[src/rtl/icevga_pkg.sv]
// icevga_pkg: shared opcodes, sequencer state encodings and reset constants
package icevga_pkg;
    typedef logic [2:0] state_t;
    localparam logic [7:0] OP_NOP      = 8'h00;
    localparam logic [7:0] OP_SET_BG   = 8'h01;
    localparam logic [7:0] OP_SET_FG   = 8'h02;
    localparam logic [7:0] OP_SET_ADDR = 8'h03;
    localparam logic [7:0] OP_WRITE    = 8'h04;
    localparam logic [7:0] OP_FILL     = 8'h05;
    localparam state_t IDLE     = 3'd0;
    localparam state_t ARG1     = 3'd1;
    localparam state_t ARG2     = 3'd2;
    localparam state_t WR_WAIT  = 3'd3;
    localparam state_t FILL_RUN = 3'd4;
    localparam int ADDR_MAX_DFLT = 3699;
    localparam logic [11:0] BG_RST = 12'h000;
    localparam logic [11:0] FG_RST = 12'hFFF;
    function automatic logic has_payload(input logic [7:0] op);
        return op >= OP_SET_BG && op <= OP_FILL;
    endfunction
endpackage

[src/rtl/cmd_byte_fetch.sv]
// cmd_byte_fetch: one-cycle read pulse on the shared command register with an enforced gap cycle
module cmd_byte_fetch (
    input  logic       clk,
    input  logic       nrst,
    input  logic       want,
    input  logic       cmd_avail,
    input  logic [7:0] cmd_data,
    output logic       cmd_rd,
    output logic       byte_valid,
    output logic [7:0] byte_data
);
    // has_data is stale while the pop is in flight, so the pulse cycle is the gap
    assign byte_valid = want && cmd_avail && !cmd_rd;
    assign byte_data  = cmd_data;
    always_ff @(posedge clk or negedge nrst)
        if (!nrst) cmd_rd <= 1'b0;
        else       cmd_rd <= byte_valid;
endmodule

[src/rtl/disp_cmd_ctrl.sv]
// disp_cmd_ctrl: parses command bytes into colour updates and display memory writes
module disp_cmd_ctrl
    import icevga_pkg::*;
#(
    parameter int ADDR_W   = 12,
    parameter int ADDR_MAX = ADDR_MAX_DFLT
) (
    input  logic              clk,
    input  logic              nrst,
    input  logic              cmd_avail,
    input  logic [7:0]        cmd_data,
    output logic              cmd_rd,
    output logic [11:0]       bg_color,
    output logic [11:0]       fg_color,
    output logic [ADDR_W-1:0] mem_addr,
    output logic [7:0]        mem_wdata,
    output logic              mem_we,
    input  logic              mem_wr_ok,
    output logic              busy,
    output logic              cmd_err
);
    localparam logic [ADDR_W-1:0] LAST = ADDR_W'(ADDR_MAX);
    state_t            state;
    logic [7:0]        op;
    logic [7:0]        arg1;
    logic [8:0]        fill_cnt;
    logic              want;
    logic              byte_valid;
    logic [7:0]        byte_data;
    logic              commit;
    logic [ADDR_W-1:0] addr_set;
    logic [ADDR_W-1:0] addr_next;

    assign want      = (state == IDLE) || (state == ARG1) || (state == ARG2);
    assign busy      = state != IDLE;
    assign commit    = mem_we && mem_wr_ok;
    assign addr_set  = ADDR_W'({arg1, byte_data});
    assign addr_next = (mem_addr == LAST) ? '0 : mem_addr + ADDR_W'(1);

    cmd_byte_fetch u_fetch (
        .clk        (clk),
        .nrst       (nrst),
        .want       (want),
        .cmd_avail  (cmd_avail),
        .cmd_data   (cmd_data),
        .cmd_rd     (cmd_rd),
        .byte_valid (byte_valid),
        .byte_data  (byte_data)
    );

    always_ff @(posedge clk or negedge nrst) begin
        if (!nrst) begin
            state     <= IDLE;
            op        <= OP_NOP;
            arg1      <= 8'h00;
            fill_cnt  <= 9'd0;
            bg_color  <= BG_RST;
            fg_color  <= FG_RST;
            mem_addr  <= '0;
            mem_wdata <= 8'h00;
            mem_we    <= 1'b0;
            cmd_err   <= 1'b0;
        end else begin
            case (state)
                IDLE: if (byte_valid) begin
                    op <= byte_data;
                    if (has_payload(byte_data)) state <= ARG1;
                    else if (byte_data != OP_NOP) cmd_err <= 1'b1;
                end
                ARG1: if (byte_valid) begin
                    arg1 <= byte_data;
                    if (op == OP_WRITE) begin
                        mem_wdata <= byte_data;
                        mem_we    <= 1'b1;
                        state     <= WR_WAIT;
                    end else begin
                        state <= ARG2;
                    end
                end
                ARG2: if (byte_valid) begin
                    state <= IDLE;
                    if (op == OP_SET_BG) bg_color <= {arg1[3:0], byte_data};
                    else if (op == OP_SET_FG) fg_color <= {arg1[3:0], byte_data};
                    else if (op == OP_SET_ADDR) begin
                        mem_addr <= (addr_set > LAST) ? '0 : addr_set;
                        if (addr_set > LAST) cmd_err <= 1'b1;
                    end else if (op == OP_FILL) begin
                        mem_wdata <= arg1;
                        fill_cnt  <= (byte_data == 8'h00) ? 9'd256 : {1'b0, byte_data};
                        mem_we    <= 1'b1;
                        state     <= FILL_RUN;
                    end
                end
                WR_WAIT: if (commit) begin
                    mem_addr <= addr_next;
                    mem_we   <= 1'b0;
                    state    <= IDLE;
                end
                FILL_RUN: if (commit) begin
                    mem_addr <= addr_next;
                    fill_cnt <= fill_cnt - 9'd1;
                    if (fill_cnt == 9'd1) begin
                        mem_we <= 1'b0;
                        state  <= IDLE;
                    end
                end
                default: state <= IDLE;
            endcase
        end
    end
endmodule

[config.mk]
export PLATFORM = sky130hd
export DESIGN_NAME = disp_cmd_ctrl
export DESIGN_NICKNAME = d
export VERILOG_FILES = /design/src/rtl/icevga_pkg.sv /design/src/rtl/cmd_byte_fetch.sv /design/src/rtl/disp_cmd_ctrl.sv
export SDC_FILE = /design/constraint.sdc
export NUM_CORES = 1
export LEC_CHECK = 0
export CAP_MARGIN = 40
export CORE_UTILIZATION = 40
export DETAILED_ROUTE_END_ITERATION = 10
export RECOVER_POWER = 25
export SLEW_MARGIN = 10
export SYNTH_ARGS = -nofsm -noshare
export SYNTH_HDL_FRONTEND = slang
export SYNTH_SLANG_ARGS = --single-unit
[constraint.sdc]
create_clock -name clk -period 2.2 [get_ports clk]
set_input_delay 0.33 -clock clk [delete_from_list [all_inputs] [get_ports clk]]
set_output_delay 0.33 -clock clk [all_outputs]
set_load 0.01 [all_outputs]
==> results of run 1 <==
==> worst max-delay path, stage by stage (launching register included) <==
cell and delay, ns:
dfrtp_1 0.38, or4_4 0.57, buf_4 0.17, nor4_4 0.16, buf_4 0.17, nand2_2 0.06
nor2_4 0.15, buf_6 0.15, mux2_2 0.33
==> metrics by stage <==
step | instance area [um2] | cells | power [W]
detailed placement | 4664 | 539 | 0.002849
global route | 5092 | 561 | 0.004358
finish | 5092 | 561 | 0.004131
global placement | 4664 | 539 | 0.002828
floorplan | 3737 | 355 | 0.002368
CTS | 4925 | 556 | 0.004118
==> layout by cell type (no fill, tap or decap), types with 3 or more instances in the layout <==
| master | count |
|---|---|
| dfrtp_1 | 63 |
| clkdlybuf4s50_1 | 58 |
| mux2_2 | 40 |
| buf_4 | 36 |
| nand2_1 | 27 |
| o21ai_0 | 20 |
| a21oi_1 | 19 |
| nor2_1 | 17 |
| o21ai_1 | 13 |
| dfstp_2 | 12 |
| nor3_1 | 11 |
| clkbuf_8 | 10 |
| inv_1 | 8 |
| mux2i_1 | 8 |
| buf_6 | 7 |
| nand3_1 | 6 |
| and3_1 | 5 |
| o21ai_2 | 5 |
| or4_4 | 4 |
| a22o_1 | 4 |
| nor3b_1 | 4 |
| nor2b_1 | 3 |
| ha_1 | 3 |
==> worst max-delay path by stage <==
stage / end / depth (start not counted) / slack [ns] / startpoint
finish: fg_color[10] / 8 / -0.01 / op[7]
global route: fg_color[0] / 8 / -0.05 / op[7]
detailed placement: mem_addr[6] / 7 / -0.07 / cmd_avail
CTS: fill_cnt[0] / 7 / -0.01 / op[3]
floorplan: mem_wdata[7] / 8 / -0.14 / op[3]
global placement: mem_wdata[7] / 6 / -0.05 / cmd_avail
==> what timing repair did <==
item	4_1_cts	5_1_grt
hold buffers	0	0
resized for setup	5	46
cloned	1	3
pin swaps	1	12
endpoints found under the setup margin	28	49
setup buffers	0	2
==> logic make-up after synthesis <==
group                      Yosys count
muxes                               48
and+or+nand+nor                    106
AOI/OAI and AO/OA                   91
adders and majority gates            3
DFF                                 75
buffers and inverters               32
==> layout make-up <==
| type | count | area (um2) | area share [%] |
|---|---|---|---|
| multi-input cells | 251 | 1863 | 36.58 |
| flip-flops and latches | 75 | 1892 | 37.15 |
| well taps | 108 | 135.1 | 2.654 |
| clock inverters | 6 | 95.09 | 1.867 |
| clock buffers | 10 | 137.6 | 2.703 |
| inverters | 8 | 30.03 | 0.5897 |
| repair buffers | 103 | 939.7 | 18.45 |
==> power breakdown <==
group / switching (W) / internal (W)
Combinational: 0.000473 / 0.000496
Sequential: 0.000296 / 0.00162
Clock: 0.000563 / 0.000682
Total: 0.00133 / 0.00280
==> state kept, by name, indices dropped and copies added, names as in the netlist <==
name	cells
bg_color	12
fg_color	12
mem_addr	12
fill_cnt	9
arg1	8
mem_wdata	8
op	8
state	3
cmd_err	1
mem_we	1
u_fetch.cmd_rd	1
==> routing by layer <==
layer | GRT usage (%) | vias to the layer above
li1 | - | 1500
met1 | 33.07 | 1617
met2 | 34.45 | 98
met3 | 4.965 | 12
met4 | 7.118 | 0
met5 | 0 | -
==> run metrics, run 1 <==
Num CTS Buffers 9; Initial Util 41.98%; Crit Path Max Fanout 6; r2r endpoint fg_color[10]; met2 WL post-DR 5016 um; critical path arrival 2.50 ns; clk buf depth 2; Core Area 8891 um2; routed len/inst 19.26 um; critical path required time 2.49 ns; top-count cell post-synth dfrtp_1; die height 98.60 um; Slew headroom -28.65%; fin crit share 100.5%; main combinational cell family by area after synthesis compound AO/OA/AOI/OAI gates; worst r2r src op[7]; GRT Total Usage 22.91%; post-synthesis register bit count 75; worst reg-to-reg path cell count 8; TritonRoute pass-1 iters 4; worst vdd ir 501.1 uV; vias in the first global route 3244; Yosys top cell area share 42.24%; worst hold slack 0.4954 ns; Lkg Pwr 2.139 nW; Syn Std Cell Area 3732 um2; hold_sp mem_wdata[7]; Worst setup SP type register; fin nets 463; count of different cell masters after synthesis 56; Final Hold Viols 0; CTS tree yes; xor/xnor share of the synthesized area 0%; top_reg_cell synth dfrtp_1; clock latency on the worst-skew pair 0.36 ns; row count 34; area leader, netlist dfrtp_1; Max Slew Vio Count 76; R2R setup slack -0.01 ns; asr flop ratio synth 100.0%; Peak Freq 452.2 MHz; CP Capture Type register; # H-tree levels 3; Area contributors post-synth dfrtp_1 42%, mux2_2 12%, dfstp_2 8.4%, o21ai_0 4.0%, nand2_1 3.0%; final worst-path setup slack -0.01141 ns; antenna violations before repair 0; via-per-instance ratio 5.752; RSZ-0062 raised after global routing yes; Synth Area in Adders 1.006%; gr ovfl total 0; Seq/Total Area, Yosys 50.69%; hpwl dp 6930 um; number of synthesized flops with an enable pin 0; Max Cap Viol 1; clk root buf clkbuf_8; Worst Clk Skew 0.01412 ns; drt initial violations 137; layout cells sized above 1 31.79%; Hold Path Class reg2reg; pin count of the biggest net entering global routing 76; Clock Sinks 75; power density cells 811.2 nW/um2; minimum clock period 2.211 ns; top-level I/O count 60; Area growth syn-to-layout 36.44%; violated checks capacitance limit, slew limit, setup timing; synth cell count leaders 63 x dfrtp_1, 40 x mux2_2, 30 x nand2_1, 30 x o21ai_0, 20 x a21oi_1; Syn Inst Count 355; Placer Congestion 0.8277; Antenna Nets Post-Route 0; area share of and/or/nand/nor cells after synthesis 15.02%; critical path class reg2reg; fin util 57.28%; Die W 98.60 um; routed via count 3227; Synth Area in Compound Gates 15.35%; Routed WL 10810 um; Post-Route Setup TNS -0.05562 ns; Met1 Routed Length 5111 um; Hold Crit Depth 2; final setup fails 11; DIE AREA 9721 um2; status complete, but fails checks; first-pass GRT wire length 17120 um; Highest Signal Layer met4; warnings from Yosys 0; PortBufs 59; pre-CTS setup slack -0.07213 ns; WL met3 547 um; fill count 785; Worst Hold End mem_wdata[7]; mux cell area share after synthesis 14.21%; # DRC 0; Ant. Diodes 0; Post-Syn Area per Cell 10.51 um2; Worst-path clk slew 0.09 ns; Synthesized Nets 370; measured slew at the worst slew-check pin 1.930 ns
Note: power is estimated with default switching activity, not from simulation.
==> run 2, diff against run 1 <==
--- a/config.mk
+++ b/config.mk
@@ -8,6 +8,7 @@
 export CAP_MARGIN = 40
 export CORE_UTILIZATION = 40
 export DETAILED_ROUTE_END_ITERATION = 10
+export GPL_TIMING_DRIVEN = 0
 export RECOVER_POWER = 25
 export SLEW_MARGIN = 10
 export SYNTH_ARGS = -nofsm -noshare
==> run metrics, run 2 (synthesis gave the netlist of run 1 again) <==
via-per-instance ratio 5.789 (+0.63%); Peak Freq 440.0 MHz (-2.7%); layout cells sized above 1 26.98% (-4.8 points); r2r endpoint mem_wdata[7]; critical path's slowest cell or4_4; hold_sp cmd_err; CP Capture Type register; routed len/inst 19.14 um (-0.61%); GRT Total Usage 22.05% (-0.86 points); critical path arrival 2.52 ns (+0.02 ns); worst reg-to-reg path cell count 6 (-2); design internal power 0.002732 W (-2.4%); largest registers bg_color: 12 flops, fg_color: 12 flops, mem_addr: 12 flops; DIE AREA 9721 um2 (unchanged); Net Sw Frac 32.32% (+0.061 points); R2R setup slack -0.07 ns (-0.06 ns); PortBufs 52 (-12%); Initial Util 41.98% (unchanged); Post-Route Setup TNS -1.087 ns (-1.032 ns); critical path required time 2.45 ns (-0.04 ns); Die W 98.60 um (unchanged); Crit Path Max Fanout 10 (+4); Core Area 8891 um2 (unchanged); drt initial violations 135 (-1.5%); RSZ-0062 raised after global routing yes; CTS tree yes; status complete, but fails checks; Ant. Diodes 0 (unchanged); pin count of the biggest net entering global routing 44 (-42%); fin nets 451 (-2.6%); final worst-path setup slack -0.07253 ns (-0.06112 ns); Hold Crit Depth 1 (-1); Worst Hold End cmd_err; Area growth syn-to-layout 33.79%; Lkg Pwr 2.064 nW (-3.5%); worst r2r src op[4]; fin crit share 103.3% (+2.8 points); measured slew at the worst slew-check pin 0.8334 ns (-1.096 ns); Routed WL 10510 um (-2.7%); hpwl dp 6613 um (-4.6%); number of non-filler instances in the completed layout 549 (-2.1%); # H-tree levels 3 (unchanged); clk buf depth 2 (unchanged); Worst Clk Skew 0.008457 ns (-0.005660 ns); minimum clock period 2.273 ns (+0.06112 ns); clk root buf clkbuf_8; first-pass GRT wire length 16670 um (-2.6%); Max Cap Viol 0 (-1); Slew headroom 44.44% (+73 points); commonest non-fill, non-tap cells in the layout 63 x dfrtp_1, 51 x clkdlybuf4s50_1, 29 x nand2_1; buffers and inverters on the worst path 1 (-2); Placer Congestion 0.8417 (+1.7%); switching power 0.001305 W (-2.1%); most frequent CP cell or4_4; gr ovfl total 0 (unchanged); # DRC 0 (unchanged); Num CTS Buffers 9 (unchanged); Comb pwr share 22.7% (-0.8 points); Clock Sinks 75 (unchanged); worst path cell trace or4_4 -> or3_4 -> or4_4 -> buf_6 -> nand2_1 -> o21ai_2; routed via count 3178 (-1.5%); Worst-path clk slew 0.08 ns (about the same); leading cell type in the layout, fill and taps excluded dfrtp_1; die height 98.60 um (unchanged); critical path class reg2reg; Crit path max-delay family simple AND/OR/NAND/NOR gates; Worst setup SP type register; TritonRoute pass-1 iters 5 (+1); crit-path max cell delay 0.55 ns (-0.02 ns); Antenna Nets Post-Route 0 (unchanged); sequential share of power 47.7% (+1.3 points); Hold Path Class reg2reg; worst vdd ir 391.5 uV (-22%); violated checks setup timing; final setup fails 21 (+10); top-level I/O count 60 (unchanged); power density cells 808.4 nW/um2 (-0.34%); DP Cell Count 516 (-4.3%); Final Hold Viols 0 (unchanged); vias in the first global route 3165 (-2.4%); clock latency on the worst-skew pair 0.35 ns (about the same); fill count 754 (-3.9%); Max Slew Vio Count 0 (-100%); row count 34 (unchanged); Clock Power Share 29.6% (-0.5 points); antenna violations before repair 0 (unchanged)
[run 2: metrics by stage]
step / area, um2 / setup WS, ns / power, W / hold slack [ns] / utilization (%)
detailed placement: 4410 / -0.4014 / 0.002801 / 0.3082 / 49.61
global route: 4994 / -0.1343 / 0.004267 / 0.4995 / 56.16
CTS: 4925 / -0.06171 / 0.004036 / 0.4650 / 55.39
global placement: 4393 / -1.912 / 0.002770 / 0.4632 / 49.41
finish: 4994 / -0.07253 / 0.004037 / 0.4847 / 56.16
floorplan: 3737 / -0.1413 / 0.002368 / 0.03441 / -
[run 2: worst max-delay path by stage]
stage | start | end | depth (start not counted)
6_report | op[4] | mem_wdata[7] | 6
5_1_grt | op[4] | bg_color[6] | 7
4_1_cts | op[4] | mem_wdata[7] | 6
3_5_place_dp | state[0] | fg_color[5] | 7
3_3_place_gp | nrst | mem_addr[1] | 1
2_1_floorplan | op[3] | mem_wdata[7] | 8
[run 2: cell type report]
type | instances | area [um2] | share of cell area, %
tap | 108 | 135.1 | 2.706
sequential | 75 | 1892 | 37.89
clock inverter | 7 | 101.3 | 2.030
buffer | 18 | 118.9 | 2.380
timing repair buffer | 75 | 729.5 | 14.61
inverter | 8 | 30.03 | 0.6014
clock buffer | 9 | 123.9 | 2.481
multi-input combinational | 249 | 1863 | 37.31
[run 2: power by group through the flow]
stage | sequential [W] | combinational [W] | clock, W
finish | 0.00193 | 0.000918 | 0.00119
global placement | 0.00192 | 0.000852 | 0
detailed placement | 0.00193 | 0.000872 | 0
CTS | 0.00191 | 0.000896 | 0.00123
floorplan | 0.00189 | 0.000473 | 0
global route | 0.00197 | 0.00101 | 0.00128
[run 2: metal layers]
| layer | routed length, um | share of wire (%) | global-route usage, % |
|---|---|---|---|
| met1 | 4862 | 46 | 30.74 |
| met2 | 4960 | 47 | 33.80 |
| met3 | 548 | 5.2 | 5.887 |
| met4 | 139 | 1.3 | 6.429 |
| met5 | 0 | 0 | 0 |
[run 2: what timing repair did]
action	4_1_cts	5_1_grt
endpoints found under the hold margin	32	0
setup endpoints to repair	51	53
pin swaps	8	5
gates resized for setup	38	32
gates cloned	1	2
setup buffers	16	4
hold buffers	1	0
